===== src/rtl/axi_line_if.sv =====
// axi_line_if: AXI4 read/write channel bundle between a line controller (master) and its slave.
interface axi_line_if #(
  parameter int AW = 32,
  parameter int DW = 64,
  parameter int IW = 4
);
  logic [AW-1:0]   awaddr;
  logic            awvalid, awready;
  logic [IW-1:0]   awid;
  logic [1:0]      awburst;
  logic [2:0]      awsize;
  logic [7:0]      awlen;
  logic [DW-1:0]   wdata;
  logic [DW/8-1:0] wstrb;
  logic            wvalid, wready, wlast;
  logic            bvalid, bready;
  logic [1:0]      bresp;
  logic [IW-1:0]   bid;
  logic [AW-1:0]   araddr;
  logic            arvalid, arready;
  logic [IW-1:0]   arid;
  logic [1:0]      arburst;
  logic [2:0]      arsize;
  logic [7:0]      arlen;
  logic            rvalid, rready, rlast;
  logic [DW-1:0]   rdata;
  logic [1:0]      rresp;
  logic [IW-1:0]   rid;
  modport master (
    output awaddr, awvalid, awid, awburst, awsize, awlen, wdata, wstrb, wvalid, wlast, bready,
           araddr, arvalid, arid, arburst, arsize, arlen, rready,
    input  awready, wready, bvalid, bresp, bid, arready, rvalid, rdata, rresp, rid, rlast
  );
  modport slave (
    input  awaddr, awvalid, awid, awburst, awsize, awlen, wdata, wstrb, wvalid, wlast, bready,
           araddr, arvalid, arid, arburst, arsize, arlen, rready,
    output awready, wready, bvalid, bresp, bid, arready, rvalid, rdata, rresp, rid, rlast
  );
endinterface


===== src/rtl/axi_line_ctrl.sv =====
// axi_line_ctrl: optional dirty-line writeback burst followed by a line refill burst on an AXI4 master.
module axi_line_ctrl #(
  parameter int AXI_ADDR_WIDTH = 32,
  parameter int AXI_DATA_WIDTH = 64,
  parameter int AXI_ID_WIDTH   = 4,
  parameter int LINE_BEATS     = 4
) (
  input  logic                          clk,
  input  logic                          rst_n,
  input  logic                          cmd_valid_i,
  output logic                          cmd_ready_o,
  input  logic                          cmd_wb_i,
  input  logic [AXI_ADDR_WIDTH-1:0]     cmd_wb_addr_i,
  input  logic [AXI_ADDR_WIDTH-1:0]     cmd_fill_addr_i,
  input  logic [AXI_DATA_WIDTH-1:0]     wb_data_i,
  input  logic                          wb_valid_i,
  output logic                          wb_ready_o,
  output logic [AXI_DATA_WIDTH-1:0]     fill_data_o,
  output logic                          fill_valid_o,
  output logic [$clog2(LINE_BEATS)-1:0] fill_idx_o,
  output logic                          done_o,
  output logic                          err_o,
  axi_line_if.master                    m
);
  localparam int CW = $clog2(LINE_BEATS);
  localparam logic [AXI_ADDR_WIDTH-1:0] AMASK = ~AXI_ADDR_WIDTH'(LINE_BEATS * 8 - 1);
  typedef enum logic [2:0] {IDLE, AW, W, B, AR, R, DONE} state_t;
  state_t state_q, state_d;
  logic [CW-1:0] cnt_q, cnt_d, fill_idx_q;
  logic [AXI_ADDR_WIDTH-1:0] wb_addr_q, fill_addr_q;
  logic [AXI_DATA_WIDTH-1:0] fill_data_q;
  logic err_q, err_d, cmd_ready_q, done_q, err_o_q, fill_valid_q;
  logic accept, last_beat, rd_hs;
  assign accept    = state_q == IDLE && cmd_valid_i && cmd_ready_q;
  assign last_beat = cnt_q == CW'(LINE_BEATS - 1);
  assign rd_hs     = state_q == R && m.rvalid;
  always_comb begin
    state_d = state_q;
    cnt_d   = cnt_q;
    err_d   = err_q;
    case (state_q)
      IDLE: if (accept) begin
        state_d = cmd_wb_i ? AW : AR;
        cnt_d   = '0;
        err_d   = 1'b0;
      end
      AW: if (m.awready) state_d = W;
      W: if (wb_valid_i && m.wready) begin
        cnt_d = cnt_q + 1'b1;
        if (last_beat) state_d = B;
      end
      B: if (m.bvalid) begin
        state_d = AR;
        err_d   = err_q | (m.bresp != 2'b00);
      end
      AR: if (m.arready) state_d = R;
      R: if (m.rvalid) begin
        cnt_d = cnt_q + 1'b1;
        // RLAST must coincide with the final beat index; early, missing or late RLAST all flag
        err_d = err_q | (m.rresp != 2'b00) | (m.rlast != last_beat);
        if (m.rlast) state_d = DONE;
      end
      DONE: state_d = IDLE;
      default: state_d = IDLE;
    endcase
  end
  always_ff @(posedge clk or negedge rst_n)
    if (!rst_n) begin
      state_q      <= IDLE;
      cnt_q        <= '0;
      err_q        <= 1'b0;
      wb_addr_q    <= '0;
      fill_addr_q  <= '0;
      cmd_ready_q  <= 1'b0;
      done_q       <= 1'b0;
      err_o_q      <= 1'b0;
      fill_valid_q <= 1'b0;
      fill_data_q  <= '0;
      fill_idx_q   <= '0;
    end else begin
      state_q      <= state_d;
      cnt_q        <= cnt_d;
      err_q        <= err_d;
      cmd_ready_q  <= state_d == IDLE && state_q != DONE;
      done_q       <= state_q == DONE;
      err_o_q      <= state_q == DONE && err_q;
      fill_valid_q <= rd_hs;
      if (accept) begin
        wb_addr_q   <= cmd_wb_addr_i & AMASK;
        fill_addr_q <= cmd_fill_addr_i & AMASK;
      end
      if (rd_hs) begin
        fill_data_q <= m.rdata;
        fill_idx_q  <= cnt_q;
      end
    end
  assign cmd_ready_o  = cmd_ready_q;
  assign wb_ready_o   = state_q == W && m.wready;
  assign fill_data_o  = fill_data_q;
  assign fill_valid_o = fill_valid_q;
  assign fill_idx_o   = fill_idx_q;
  assign done_o       = done_q;
  assign err_o        = err_o_q;
  assign m.awaddr     = wb_addr_q;
  assign m.awvalid    = state_q == AW;
  assign m.awid       = '0;
  assign m.awburst    = 2'b01;
  assign m.awsize     = 3'd3;
  assign m.awlen      = 8'(LINE_BEATS - 1);
  assign m.wdata      = state_q == W ? wb_data_i : '0;
  assign m.wstrb      = '1;
  assign m.wvalid     = state_q == W && wb_valid_i;
  assign m.wlast      = state_q == W && last_beat;
  assign m.bready     = state_q == B;
  assign m.araddr     = fill_addr_q;
  assign m.arvalid    = state_q == AR;
  assign m.arid       = '0;
  assign m.arburst    = 2'b01;
  assign m.arsize     = 3'd3;
  assign m.arlen      = 8'(LINE_BEATS - 1);
  assign m.rready     = state_q == R;
endmodule


===== src/flat_wrapper.sv =====
// flat-port wrapper written by rule: the top's interface ports become plain ports
module axi_line_ctrl_flat 
#(
  parameter int AXI_ADDR_WIDTH = 32,
  parameter int AXI_DATA_WIDTH = 64,
  parameter int AXI_ID_WIDTH   = 4,
  parameter int LINE_BEATS     = 4
)
  (clk, rst_n, cmd_valid_i, cmd_ready_o, cmd_wb_i, cmd_wb_addr_i, cmd_fill_addr_i, wb_data_i, wb_valid_i, wb_ready_o, fill_data_o, fill_valid_o, fill_idx_o, done_o, err_o, m_awaddr, m_awvalid, m_awid, m_awburst, m_awsize, m_awlen, m_wdata, m_wstrb, m_wvalid, m_wlast, m_bready, m_araddr, m_arvalid, m_arid, m_arburst, m_arsize, m_arlen, m_rready, m_awready, m_wready, m_bvalid, m_bresp, m_bid, m_arready, m_rvalid, m_rdata, m_rresp, m_rid, m_rlast);
  axi_line_if #(.AW(32), .DW(64), .IW(4)) m_i ();
  input  logic clk;
  input  logic rst_n;
  input  logic cmd_valid_i;
  output logic cmd_ready_o;
  input  logic cmd_wb_i;
  input  logic [AXI_ADDR_WIDTH-1:0] cmd_wb_addr_i;
  input  logic [AXI_ADDR_WIDTH-1:0] cmd_fill_addr_i;
  input  logic [AXI_DATA_WIDTH-1:0] wb_data_i;
  input  logic wb_valid_i;
  output logic wb_ready_o;
  output logic [AXI_DATA_WIDTH-1:0] fill_data_o;
  output logic fill_valid_o;
  output logic [$clog2(LINE_BEATS)-1:0] fill_idx_o;
  output logic done_o;
  output logic err_o;
  output wire logic [$bits(m_i.awaddr)-1:0] m_awaddr;
  output wire logic [$bits(m_i.awvalid)-1:0] m_awvalid;
  output wire logic [$bits(m_i.awid)-1:0] m_awid;
  output wire logic [$bits(m_i.awburst)-1:0] m_awburst;
  output wire logic [$bits(m_i.awsize)-1:0] m_awsize;
  output wire logic [$bits(m_i.awlen)-1:0] m_awlen;
  output wire logic [$bits(m_i.wdata)-1:0] m_wdata;
  output wire logic [$bits(m_i.wstrb)-1:0] m_wstrb;
  output wire logic [$bits(m_i.wvalid)-1:0] m_wvalid;
  output wire logic [$bits(m_i.wlast)-1:0] m_wlast;
  output wire logic [$bits(m_i.bready)-1:0] m_bready;
  output wire logic [$bits(m_i.araddr)-1:0] m_araddr;
  output wire logic [$bits(m_i.arvalid)-1:0] m_arvalid;
  output wire logic [$bits(m_i.arid)-1:0] m_arid;
  output wire logic [$bits(m_i.arburst)-1:0] m_arburst;
  output wire logic [$bits(m_i.arsize)-1:0] m_arsize;
  output wire logic [$bits(m_i.arlen)-1:0] m_arlen;
  output wire logic [$bits(m_i.rready)-1:0] m_rready;
  input wire logic [$bits(m_i.awready)-1:0] m_awready;
  input wire logic [$bits(m_i.wready)-1:0] m_wready;
  input wire logic [$bits(m_i.bvalid)-1:0] m_bvalid;
  input wire logic [$bits(m_i.bresp)-1:0] m_bresp;
  input wire logic [$bits(m_i.bid)-1:0] m_bid;
  input wire logic [$bits(m_i.arready)-1:0] m_arready;
  input wire logic [$bits(m_i.rvalid)-1:0] m_rvalid;
  input wire logic [$bits(m_i.rdata)-1:0] m_rdata;
  input wire logic [$bits(m_i.rresp)-1:0] m_rresp;
  input wire logic [$bits(m_i.rid)-1:0] m_rid;
  input wire logic [$bits(m_i.rlast)-1:0] m_rlast;
  assign m_awaddr = m_i.awaddr;
  assign m_awvalid = m_i.awvalid;
  assign m_awid = m_i.awid;
  assign m_awburst = m_i.awburst;
  assign m_awsize = m_i.awsize;
  assign m_awlen = m_i.awlen;
  assign m_wdata = m_i.wdata;
  assign m_wstrb = m_i.wstrb;
  assign m_wvalid = m_i.wvalid;
  assign m_wlast = m_i.wlast;
  assign m_bready = m_i.bready;
  assign m_araddr = m_i.araddr;
  assign m_arvalid = m_i.arvalid;
  assign m_arid = m_i.arid;
  assign m_arburst = m_i.arburst;
  assign m_arsize = m_i.arsize;
  assign m_arlen = m_i.arlen;
  assign m_rready = m_i.rready;
  assign m_i.awready = m_awready;
  assign m_i.wready = m_wready;
  assign m_i.bvalid = m_bvalid;
  assign m_i.bresp = m_bresp;
  assign m_i.bid = m_bid;
  assign m_i.arready = m_arready;
  assign m_i.rvalid = m_rvalid;
  assign m_i.rdata = m_rdata;
  assign m_i.rresp = m_rresp;
  assign m_i.rid = m_rid;
  assign m_i.rlast = m_rlast;
  axi_line_ctrl #(.AXI_ADDR_WIDTH(AXI_ADDR_WIDTH), .AXI_DATA_WIDTH(AXI_DATA_WIDTH), .AXI_ID_WIDTH(AXI_ID_WIDTH), .LINE_BEATS(LINE_BEATS)) u_core (.clk(clk), .rst_n(rst_n), .cmd_valid_i(cmd_valid_i), .cmd_ready_o(cmd_ready_o), .cmd_wb_i(cmd_wb_i), .cmd_wb_addr_i(cmd_wb_addr_i), .cmd_fill_addr_i(cmd_fill_addr_i), .wb_data_i(wb_data_i), .wb_valid_i(wb_valid_i), .wb_ready_o(wb_ready_o), .fill_data_o(fill_data_o), .fill_valid_o(fill_valid_o), .fill_idx_o(fill_idx_o), .done_o(done_o), .err_o(err_o), .m(m_i));
endmodule

===== config.mk =====
export PLATFORM = sky130hd
export DESIGN_NAME = axi_line_ctrl_flat
export DESIGN_NICKNAME = d
export VERILOG_FILES = /design/src/rtl/axi_line_if.sv /design/src/rtl/axi_line_ctrl.sv /design/src/flat_wrapper.sv
export SDC_FILE = /design/constraint.sdc
export NUM_CORES = 1
export LEC_CHECK = 0
export ABC_CLOCK_PERIOD_IN_PS = 1500
export CORE_AREA = 2 2 178 180
export CTS_CLUSTER_SIZE = 24
export DETAILED_ROUTE_END_ITERATION = 8
export DIE_AREA = 0 0 180 182
export DONT_BUFFER_PORTS = 1
export GPL_ROUTABILITY_DRIVEN = 0
export HOLD_SLACK_MARGIN = 0.08
export SLEW_MARGIN = 20
export SYNTH_ARGS = -nofsm -noshare
export SYNTH_HDL_FRONTEND = slang
export SYNTH_SLANG_ARGS = --single-unit

===== constraint.sdc =====
create_clock -name clk -period 1.5 [get_ports clk]
set_input_delay 0.075 -clock clk [delete_from_list [all_inputs] [get_ports clk]]
set_output_delay 0.075 -clock clk [all_outputs]
set_load 0.05 [all_outputs]

==> results of run 1 <==
## final cells by class
cell class	instances	area, um2
fillers	2843	19200
repair buffers	385	4490
flip-flops and latches	130	3260
multi-input cells	286	2940
well taps	402	503
clock buffers	18	439
clock inverters	13	91.3
inverters	6	22.5
diodes	2	5.00
## report_power, final
group,switching (W),leakage [nW],total [W],internal (W)
Sequential,0.00113,1.57,0.00636,0.00524
Clock,0.00160,0.257,0.00374,0.00214
Combinational,0.0104,3.61,0.0178,0.00745
## how the worst max path moves through the flow
stage	from	to	slack [ps]	cells after the start
after detailed placement	u_core.state_q[1]	u_core.m.awaddr[6]	-250	3
after floorplan	u_core.cmd_ready_o	u_core.m.araddr[18]	-120	5
after global routing	u_core.state_q[0]	m_wvalid	-460	7
after CTS	u_core.state_q[0]	m_wdata[31]	-420	7
final	u_core.state_q[1]	u_core.fill_data_o[44]	-420	6
after global placement	u_core.state_q[1]	u_core.m.awaddr[27]	-190	3
## synth_stat cells, drive strengths merged
library cell	count	share of area
and3b	1	0.0015
a211o	1	0.0015
nor2	8	0.0051
a2111o	1	0.0019
a21o	1	0.0013
mux2i	2	0.0034
mux2	120	0.23
xor2	2	0.0030
inv	6	0.0038
and4b	1	0.0017
and3	1	0.0011
buf	69	0.088
and4	1	0.0015
o21bai	1	0.0013
nor3b	2	0.0034
nand3b	2	0.0025
o32ai	1	0.0015
nor4	2	0.0042
nand2b	2	0.0021
and2	68	0.072
conb	2	0.0013
a311oi	1	0.0015
nor2b	1	0.0011
or3	1	0.0011
nand2	5	0.0032
a21oi	3	0.0025
clkbuf	7	0.0044
o21ai	4	0.0034
ha	1	0.0021
nor3	1	0.00084
dfrtp	130	0.55
## worst reg2reg max path: cells and delay by family, from the launching register on
family | cells | cell delay, ps
buf+inv | 4 | 700
flops | 1 | 440
mux | 1 | 320
simple gates | 1 | 350
## timing repair
action / in CTS / in global routing
hold endpoints to repair: 255 / 130
gates cloned: 10 / 8
endpoints found under the setup margin: 195 / 197
setup buffers: 27 / 7
pin swaps: 25 / 13
gates resized for setup: 143 / 97
## layout by cell type (no fill, tap or decap), types with 8 or more instances in the layout
cell,instances
sky130_fd_sc_hd__dlygate4sd3_1,124
sky130_fd_sc_hd__buf_4,145
sky130_fd_sc_hd__conb_1,52
sky130_fd_sc_hd__buf_16,8
sky130_fd_sc_hd__mux2_4,104
sky130_fd_sc_hd__buf_6,24
sky130_fd_sc_hd__clkbuf_16,22
sky130_fd_sc_hd__mux2_2,15
sky130_fd_sc_hd__dfrtp_1,127
sky130_fd_sc_hd__and2_4,67
sky130_fd_sc_hd__buf_12,69
sky130_fd_sc_hd__buf_8,9
## state kept, by name, indices dropped and copies added (netlist names)
register and count:
u_core.cmd_ready_o 1, u_core.state_q 3, u_core.fill_data_o 64, u_core.m.araddr 27, u_core.done_o 1, u_core.cnt_q 2
u_core.fill_idx_o 2, u_core.err_q 1, u_core.err_o 1, u_core.m.awaddr 27, u_core.fill_valid_o 1
## layer usage
layer / vias to the layer above / track usage
met5: - / 0
met4: 0 / 0.0563
met3: 28 / 0.0491
met2: 274 / 0.250
met1: 2455 / 0.131
li1: 2162 / -
## through the flow
| stage | std cells | setup slack, ps | hold WS, ps | cell area, um2 |
|---|---|---|---|---|
| 6_report | 1242 | -416 | -640 | 11800 |
| 4_1_cts | 1228 | -417 | -670 | 11200 |
| 2_1_floorplan | 498 | -122 | -221 | 6150 |
| 3_3_place_gp | 1036 | -191 | -218 | 8500 |
| 5_1_grt | 1242 | -465 | -668 | 11800 |
| 3_5_place_dp | 1036 | -252 | -217 | 8500 |
## logic make-up (layout without fill, tap and decap cells)
family | after synthesis | after routing
buffers and inverters | 82 | 422
XOR/XNOR | 2 | 2
flip-flops | 130 | 130
AND/OR/NAND/NOR | 96 | 96
adder cells (fa/ha/maj) | 1 | 1
other | 2 | 54
AO/OA/AOI/OAI | 13 | 13
multiplexers | 122 | 122
==> implementation parameters, run 1 <==
Parameter                              Value

Timing
  Timing-limited maximum frequency ... around 520 MHz
  Smallest setup slack after layout ... -416 ps
  Number of endpoints with negative hold slack in the final report ... 130
  Unrepaired setup endpoints after global routing ... yes
  Final setup violating endpoints ... 197
  Clock skew after layout ... around 11 ps
  Hold Slack ... -640 ps
  Setup total negative slack ... -59830 ps
  Final cycle utilization of the critical path ... 1.28
  Min Clock Period, post-route ... ~1900 ps
  Slew Limit Fails ... 0

Setup path
  Crit path top cell by count ... sky130_fd_sc_hd__buf_6
  Slack of the worst reg-to-reg path ... -420 ps
  Crit path capture type ... flop
  Startpoint of the worst-slack reg-to-reg timing path ... u_core.state_q[1]
  Kind of cell adding the most delay to the critical path ... buffers and inverters
  Standard cell with the maximum stage delay on the critical path ... sky130_fd_sc_hd__dfrtp_2
  Depth of the worst register-to-register path ... 6
  Maximum single-stage delay on the critical path ... about 440 ps
  Worst path required time ... around 1800 ps
  Number of buffers and inverters on the critical path ... 4
  Element type at the critical path start ... flop
  Endpoint of the worst-slack reg-to-reg timing path ... u_core.fill_data_o[44]
  Peak fanout along the critical path ... 10
  Critical path class ... flop to flop
  Critical-path cell list ... buf_6 -> buf_6 -> and4b_4 -> buf_12 -> bufbuf_16 -> mux2_1
  Arrival time of the worst setup path ... approximately 2200 ps

Route
  Routed wl met3 ... 1940 um
  Detailed-route DRC error count ... 0
  Total length of routed met2 wires ... around 13000 um
  Iteration-0 DRC Markers ... approximately 150
  Final wirelength ... around 24000 um
  Total via count after detailed routing ... approximately 4900
  Routed length per placed instance ... approximately 19 um
  Number of nets still failing antenna checks after routing ... 0
  Wl on met1 ... 8490 um
  Highest layer used for signal routing ... met4
  Per-cell via count in the routed design ... just under 4
  DRT Pass-1 Iters ... 4

Global route
  First-pass GRT wire length ... around 33000 um
  Global router's overall resource usage ... 0.133
  Largest net degree at the start of global routing ... approximately 130
  Number of global-route vias before repair ... around 5600
  Antenna violations before repair ... 2
  Final global-route overflow total ... 0

Die
  Core footprint ... slightly above 30000 um2
  Die footprint ... 32800 um2
  Initial Util ... 0.191
  # IOs ... about 460
  Width of the chip ... 180 um
  Die height ... roughly 180 um
  Number of standard-cell rows in the floorplan ... 65

Synthesis
  Seq cells post-synth ... between 100 and 150
  Count of mapped cells out of synthesis ... between 400 and 500
  Share of synthesized cell area in and, or, nand and nor gates ... 0.101
  Post-synthesis share of cell area spent on full adders, half adders and majority gates ... 0.00211
  Per-instance average area after synthesis ... 13.2 um2
  Area fraction in compound gates after synthesis ... 0.0148
  Netlist Area Pre-Place ... about 5900 um2
  Number of synthesis warnings ... 0
  Register area share after synthesis ... 0.550
  Number of distinct library cell variants in the gate-level netlist after synthesis ... 36
  Multiplexer share of the synthesized area ... 0.232
  Synth Area in XOR/XNOR ... 0.00296
  Largest family of logic cells by synthesized area ... multiplexers

Power and ir drop
  Power density over cell area ... between 2000 and 2500 nW/um2
  Pleak ... ~5.4 nW
  Power, Total ... about 0.028 W
  Worst IR Drop VDD ... a little under 0.9 mV

Placement
  Port Buffers ... 0
  Estimated wirelength of the detail-placed design ... between 10000 and 15000 um

Final layout
  End-of-flow core utilization ... 0.379
  Area growth from synthesis to layout ... 98.6%
  Nets ... roughly 1000
  Fraction of final layout cells sized beyond drive strength 1 ... 0.594

Clock network
  TritonCTS sink count ... 130
  Hold_buf cts ... 124
  Clock latency on the worst-skew pair ... 420 ps
  CTS clk-pin slew, worst paths ... roughly 70 ps
  Clock buffer count from CTS ... 17
  CTS tree ... yes
  H-tree lvl count ... 4
  Clock Path Buffers ... 2
  Cell chosen for the clock root ... sky130_fd_sc_hd__clkbuf_16

Worst hold path
  Worst hold path type ... primary input to async pin

Flow run
  Maximum Capacitance Violations ... 0

Status
  Outcome ... finished with violations
  Violations in the final reports ... hold timing, setup timing
Power figures use the tool's default switching activity.
==> run 2, diff against run 1 <==
CORE_AREA = 2 2 181 183   (was 2 2 178 180)
DIE_AREA = 0 0 183 185   (was 0 0 180 182)
HOLD_SLACK_MARGIN = 0.05   (was 0.08)
==> implementation parameters, run 2 (synthesized netlist as in run 1, its figures left out) <==
Parameter                              Value

Timing
  Final setup violating endpoints ... 198 (+0.51%)
  Hold Slack ... -647 ps (-7.48 ps)
  Clock skew after layout ... 14.7 ps (+3.60 ps)
  Timing-limited maximum frequency ... 539 MHz (+3.3%)
  Final cycle utilization of the critical path ... 1.24 (-0.0412)
  Number of endpoints with negative hold slack in the final report ... 130 (unchanged)
  Setup total negative slack ... -50980 ps (+8850 ps)
  Unrepaired setup endpoints after global routing ... yes
  Smallest setup slack after layout ... -354 ps (+61.8 ps)
  Slew Limit Fails ... 0 (unchanged)
  Min Clock Period, post-route ... 1850 ps (-61.8 ps)

Final layout
  Area used by multi-input combinational logic ... 2910 um2 (-1.0%)
  Area occupied by registers ... 3260 um2 (about the same)
  Area growth from synthesis to layout ... 98.4% (about the same)
  Fraction of final layout cells sized beyond drive strength 1 ... 0.579 (-0.0156)
  Most common library cell in the layout ignoring fill and taps ... sky130_fd_sc_hd__buf_4
  Most used cells in the layout excluding fill and tap cells ... sky130_fd_sc_hd__buf_4, sky130_fd_sc_hd__dlygate4sd3_1, sky130_fd_sc_hd__dfrtp_1
  Post-route standard cell area excluding fillers ... 11700 um2 (about the same)
  Max reg flops ... 64 (unchanged)
  Fillers ... 3001 (+5.6%)
  Nets ... 1048 (+0.58%)

Die
  Die footprint ... 33900 um2 (+3.3%)
  Initial Util ... 0.185 (-0.00629)
  Width of the chip ... 183 um (+1.7%)
  Number of standard-cell rows in the floorplan ... 66 (+1.5%)
  # IOs ... 462 (unchanged)
  Core footprint ... 32000 um2 (+3.4%)
  Die height ... 185 um (+1.6%)

Global route
  Final global-route overflow total ... 0 (unchanged)
  Antenna violations before repair ... 5 (+3)
  Number of global-route vias before repair ... 5319 (-4.2%)
  Largest net degree at the start of global routing ... 131 (unchanged)
  Global router's overall resource usage ... 0.133 (-0.000519)
  First-pass GRT wire length ... 32900 um (about the same)

Power and ir drop
  Switching power as a share of total power ... 0.468 (-0.00147)
  Pleak ... 5.42 nW (-0.31%)
  Clock power share ... 0.145 (+0.011)
  Power, Total ... 0.0280 W (+0.15%)
  Fraction of power consumed by sequential logic ... 0.227 (about the same)
  Power density over cell area ... 2380 nW/um2 (+0.25%)
  Worst IR Drop VDD ... 1.09 mV (+26%)
  Sw power ... 0.0131 W (-0.16%)
  Internal Pwr Total ... 0.0149 W (+0.43%)
  Portion of total power attributed to combinational logic ... 0.628 (-0.010)

Route
  Total via count after detailed routing ... 4943 (+0.49%)
  Number of nets still failing antenna checks after routing ... 0 (unchanged)
  Per-cell via count in the routed design ... 3.93 (-0.79%)
  Iteration-0 DRC Markers ... 148 (+0.68%)
  Final wirelength ... 24200 um (+1.3%)
  DRT Pass-1 Iters ... 4 (unchanged)
  Detailed-route DRC error count ... 0 (unchanged)
  Routed length per placed instance ... 19.3 um (about the same)

Clock network
  Clock Path Buffers ... 2 (unchanged)
  Clock buffer count from CTS ... 17 (unchanged)
  CTS clk-pin slew, worst paths ... 70 ps (about the same)
  Cell chosen for the clock root ... sky130_fd_sc_hd__clkbuf_16
  H-tree lvl count ... 4 (unchanged)
  TritonCTS sink count ... 130 (unchanged)
  Clock latency on the worst-skew pair ... 430 ps (about the same)
  CTS tree ... yes

Placement
  Port Buffers ... 0 (unchanged)
  Pre-CTS setup slack ... -162 ps (+89.8 ps)
  Estimated wirelength of the detail-placed design ... 15400 um (+5.0%)
  Placed Area ... 8580 um2 (+0.85%)

Setup path
  Worst path required time ... 1420 ps (-370 ps)
  Element type at the critical path start ... flop
  Peak fanout along the critical path ... 9 (-1)
  Arrival time of the worst setup path ... 1780 ps (-420 ps)
  Critical path class ... flop to output pin
  Crit path capture type ... output pin

Worst hold path
  Worst hold path type ... primary input to async pin

Status
  Outcome ... finished with violations
  Violations in the final reports ... hold timing, setup timing

Flow run
  Maximum Capacitance Violations ... 0 (unchanged)
## run 2: stage by stage
stage               utilization  instances
floorplan                     -        498
global placement          0.268       1052
detailed placement        0.268       1052
CTS                       0.351       1246
global route              0.366       1255
finish                    0.367       1258
## run 2: worst paths after layout
path	to	slack [ps]	from	depth (start not counted)
min reg2reg	u_core.fill_data_o[44]	500	u_core.fill_data_o[44]	1
min	u_core.m.awaddr[18]	-650	rst_n	0
min in group clk	u_core.cnt_q[0]	60	wb_valid_i	4
max in group asynchronous	u_core.fill_data_o[36]	1890	rst_n	0
max reg2reg	u_core.fill_data_o[3]	-350	u_core.state_q[2]	8
max	m_wlast	-350	u_core.state_q[0]	5
## run 2: layout make-up
cell class	count	share of cell area
timing repair buffer	391	0.379
sequential	130	0.277
multi-input combinational	286	0.248
tap	408	0.0435
clock buffer	21	0.0401
clock inverter	11	0.00874
inverter	6	0.00213
antenna	5	0.00107
## run 2: worst max-delay path, stage by stage (launching register included)
cell and delay, ps:
sky130_fd_sc_hd__dfrtp_2 440, sky130_fd_sc_hd__nor3b_4 230, sky130_fd_sc_hd__buf_12 170, sky130_fd_sc_hd__buf_6 140
sky130_fd_sc_hd__buf_4 120, sky130_fd_sc_hd__and2_4 240
## run 2: repair_timing
item / in CTS / in global routing
hold endpoints to repair: 253 / 131
gates resized for setup: 129 / 122
cloned: 9 / 2
pin swaps: 13 / 14
hold buffers: 128 / 1
setup buffers: 26 / 9
endpoints found under the setup margin: 195 / 198
## run 2: per-layer routing
layer / routed length [um] / vias up / track usage
met3: 1540 / 20 / 0.0399
met2: 13600 / 264 / 0.256
li1: - / 2183 / -
met5: 0 / - / 0
met1: 8590 / 2476 / 0.134
met4: 491 / 0 / 0.0474
## run 2: power by group through the flow
stage	clock (W)	combinational [W]	sequential (W)
after floorplan	0	0.00419	0.0119
after global routing	0.00437	0.0182	0.00654
final	0.00407	0.0176	0.00634
after global placement	0	0.0147	0.00619
after CTS	0.00422	0.0164	0.00618
after detailed placement	0	0.0148	0.00625
==> run 3, diff against run 2 <==
GPL_TIMING_DRIVEN = 0   (was default)
==> implementation parameters, run 3 (synthesized netlist as in run 1, its figures left out) <==
Parameter                              Value

Global route
  Largest net degree at the start of global routing ... 131 (unchanged)
  First-pass GRT wire length ... 30700 um (-6.7%)
  Global router's overall resource usage ... 0.128 (-0.00449)
  Final global-route overflow total ... 0 (unchanged)
  Number of global-route vias before repair ... 4595 (-14%)
  Antenna violations before repair ... 3 (-2)

Final layout
  Nets ... 901 (-14%)
  Fraction of final layout cells sized beyond drive strength 1 ... 0.516 (-0.0622)
  Most common library cell in the layout ignoring fill and taps ... sky130_fd_sc_hd__dfrtp_1
  Fillers ... 3142 (+4.7%)
  Max reg flops ... 64 (unchanged)
  Antenna fix cells ... 0 (-5)
  Final cell count without fillers ... 1105 (-12%)
  Most used cells in the layout excluding fill and tap cells ... sky130_fd_sc_hd__dfrtp_1, sky130_fd_sc_hd__dlygate4sd3_1, sky130_fd_sc_hd__mux2_4
  Area growth from synthesis to layout ... 70.0%

Clock network
  Clock latency on the worst-skew pair ... 440 ps (about the same)
  Clock buffer count from CTS ... 17 (unchanged)
  H-tree lvl count ... 4 (unchanged)
  TritonCTS sink count ... 130 (unchanged)
  Clock Path Buffers ... 2 (unchanged)
  CTS clk-pin slew, worst paths ... 60 ps (about the same)
  Cell chosen for the clock root ... sky130_fd_sc_hd__clkbuf_16
  CTS tree ... yes
  Hold_buf cts ... 125 (-2.3%)

Timing
  Unrepaired setup endpoints after global routing ... yes
  Setup total negative slack ... -53760 ps (-2780 ps)
  Final cycle utilization of the critical path ... 1.25 (+0.0143)
  Min Clock Period, post-route ... 1880 ps (+21.4 ps)
  Max-slew headroom ... 0.579
  Final setup violating endpoints ... 198 (unchanged)
  Timing-limited maximum frequency ... 533 MHz (-1.1%)
  Clock skew after layout ... 15.4 ps (+0.709 ps)
  Smallest setup slack after layout ... -375 ps (-21.4 ps)
  Worst Max-Slew Pin Slew ... approximately 630 ps
  Hold Slack ... -664 ps (-16.7 ps)
  Slew Limit Fails ... 0 (unchanged)
  Number of endpoints with negative hold slack in the final report ... 130 (unchanged)

Setup path
  Arrival time of the worst setup path ... 2180 ps (+400 ps)
  Endpoint of the worst-slack reg-to-reg timing path ... u_core.m.araddr[29]
  Startpoint of the worst-slack reg-to-reg timing path ... u_core.cmd_ready_o
  Crit path capture type ... flop
  Crit path top cell by count ... sky130_fd_sc_hd__buf_12
  Standard cell with the maximum stage delay on the critical path ... sky130_fd_sc_hd__dfrtp_2
  Kind of cell adding the most delay to the critical path ... flip-flops
  Slack of the worst reg-to-reg path ... -380 ps (-20 ps)
  Critical-path cell list ... nand2_2 -> nor4_4 -> buf_6 -> buf_12 -> buf_12 -> mux2_4
  Number of buffers and inverters on the critical path ... 3 (unchanged)
  Peak fanout along the critical path ... 10 (+1)
  Element type at the critical path start ... flop
  Depth of the worst register-to-register path ... 6 (-2)
  Critical path class ... flop to flop
  Worst path required time ... 1810 ps (+390 ps)
  Maximum single-stage delay on the critical path ... 550 ps (+110 ps)

Placement
  Port Buffers ... 0 (unchanged)
  Number of cells in the design after placement ... 906 (-14%)
  Pre-CTS setup slack ... -516 ps (-354 ps)
  Estimated wirelength of the detail-placed design ... 15000 um (-3.0%)

Route
  Number of nets still failing antenna checks after routing ... 0 (unchanged)
  Total via count after detailed routing ... 4309 (-13%)
  Routed wl met3 ... 1540 um (about the same)
  Highest layer used for signal routing ... met4
  Final wirelength ... 23300 um (-4.0%)
  Total length of routed met2 wires ... 12700 um (-6.4%)
  Detailed-route DRC error count ... 0 (unchanged)
  Iteration-0 DRC Markers ... 149 (+0.68%)
  Routed length per placed instance ... 21.0 um (+9.3%)
  Wl on met1 ... 8290 um (-3.4%)
  DRT Pass-1 Iters ... 4 (unchanged)
  Per-cell via count in the routed design ... 3.90 (-0.76%)

Status
  Violations in the final reports ... hold timing, setup timing
  Outcome ... finished with violations

Power and ir drop
  Power density over cell area ... 2460 nW/um2 (+3.2%)
  Worst IR Drop VDD ... 0.883 mV (-19%)
  Pleak ... 4.60 nW (-15%)

Die
  Die height ... 185 um (unchanged)
  Width of the chip ... 183 um (unchanged)
  Core footprint ... 32000 um2 (unchanged)
  Number of standard-cell rows in the floorplan ... 66 (unchanged)
  Initial Util ... 0.185 (unchanged)
  # IOs ... 462 (unchanged)
  Die footprint ... 33900 um2 (unchanged)

Worst hold path
  Worst hold path type ... primary input to async pin

Flow run
  Maximum Capacitance Violations ... 0 (unchanged)
-- run 3: cell type report --
cell class / count / area [um2] / share of cell area
clock inverter: 12 / 180 / 0.0179
sequential: 130 / 3260 / 0.324
multi-input combinational: 286 / 3000 / 0.298
tap: 408 / 510 / 0.0507
clock buffer: 19 / 453 / 0.0450
inverter: 6 / 26.3 / 0.00261
buffer: 73 / 707 / 0.0702
timing repair buffer: 171 / 1930 / 0.192
-- run 3: worst max path at each step --
stage                          end  slack [ps]               start  cells past startpoint
6_report       u_core.m.araddr[29]        -380  u_core.cmd_ready_o                      6
5_1_grt        u_core.m.araddr[30]        -420  u_core.cmd_ready_o                      6
4_1_cts                m_wdata[61]        -390   u_core.state_q[2]                      5
3_5_place_dp           m_wdata[12]        -520   u_core.state_q[0]                      3
3_3_place_gp   u_core.m.awaddr[26]        -500  u_core.cmd_ready_o                      5
2_1_floorplan  u_core.m.araddr[18]        -120  u_core.cmd_ready_o                      5
-- run 3: metrics by stage --
stage	utilization	hold slack [ps]	power [W]	cell area (um2)
after detailed placement	0.208	-219	0.0172	6660
after floorplan	-	-221	0.0161	6150
after CTS	0.310	-697	0.0243	9920
after global placement	0.208	-218	0.0171	6660
final	0.314	-664	0.0247	10100
after global routing	0.314	-699	0.0256	10100
-- run 3: routing by layer --
| metal | GRT usage | vias to the layer above |
|---|---|---|
| li1 | - | 1879 |
| met3 | 0.0385 | 35 |
| met1 | 0.130 | 2133 |
| met5 | 0 | - |
| met2 | 0.240 | 262 |
| met4 | 0.0602 | 0 |
-- run 3: what timing repair did --
action | CTS | global route
hold endpoints to repair | 253 | 130
resized for setup | 315 | 61
pin swaps | 72 | 21
buffers inserted | 36 | 10
endpoints found under the setup margin | 199 | 198
gates cloned | 9 | 3
-- run 3: where the power goes --
part	internal, W	switching (W)	total, W
logic	0.00433	0.00342	0.00775
clock network	0.00287	0.00165	0.00451
registers	0.00511	0.00737	0.0125
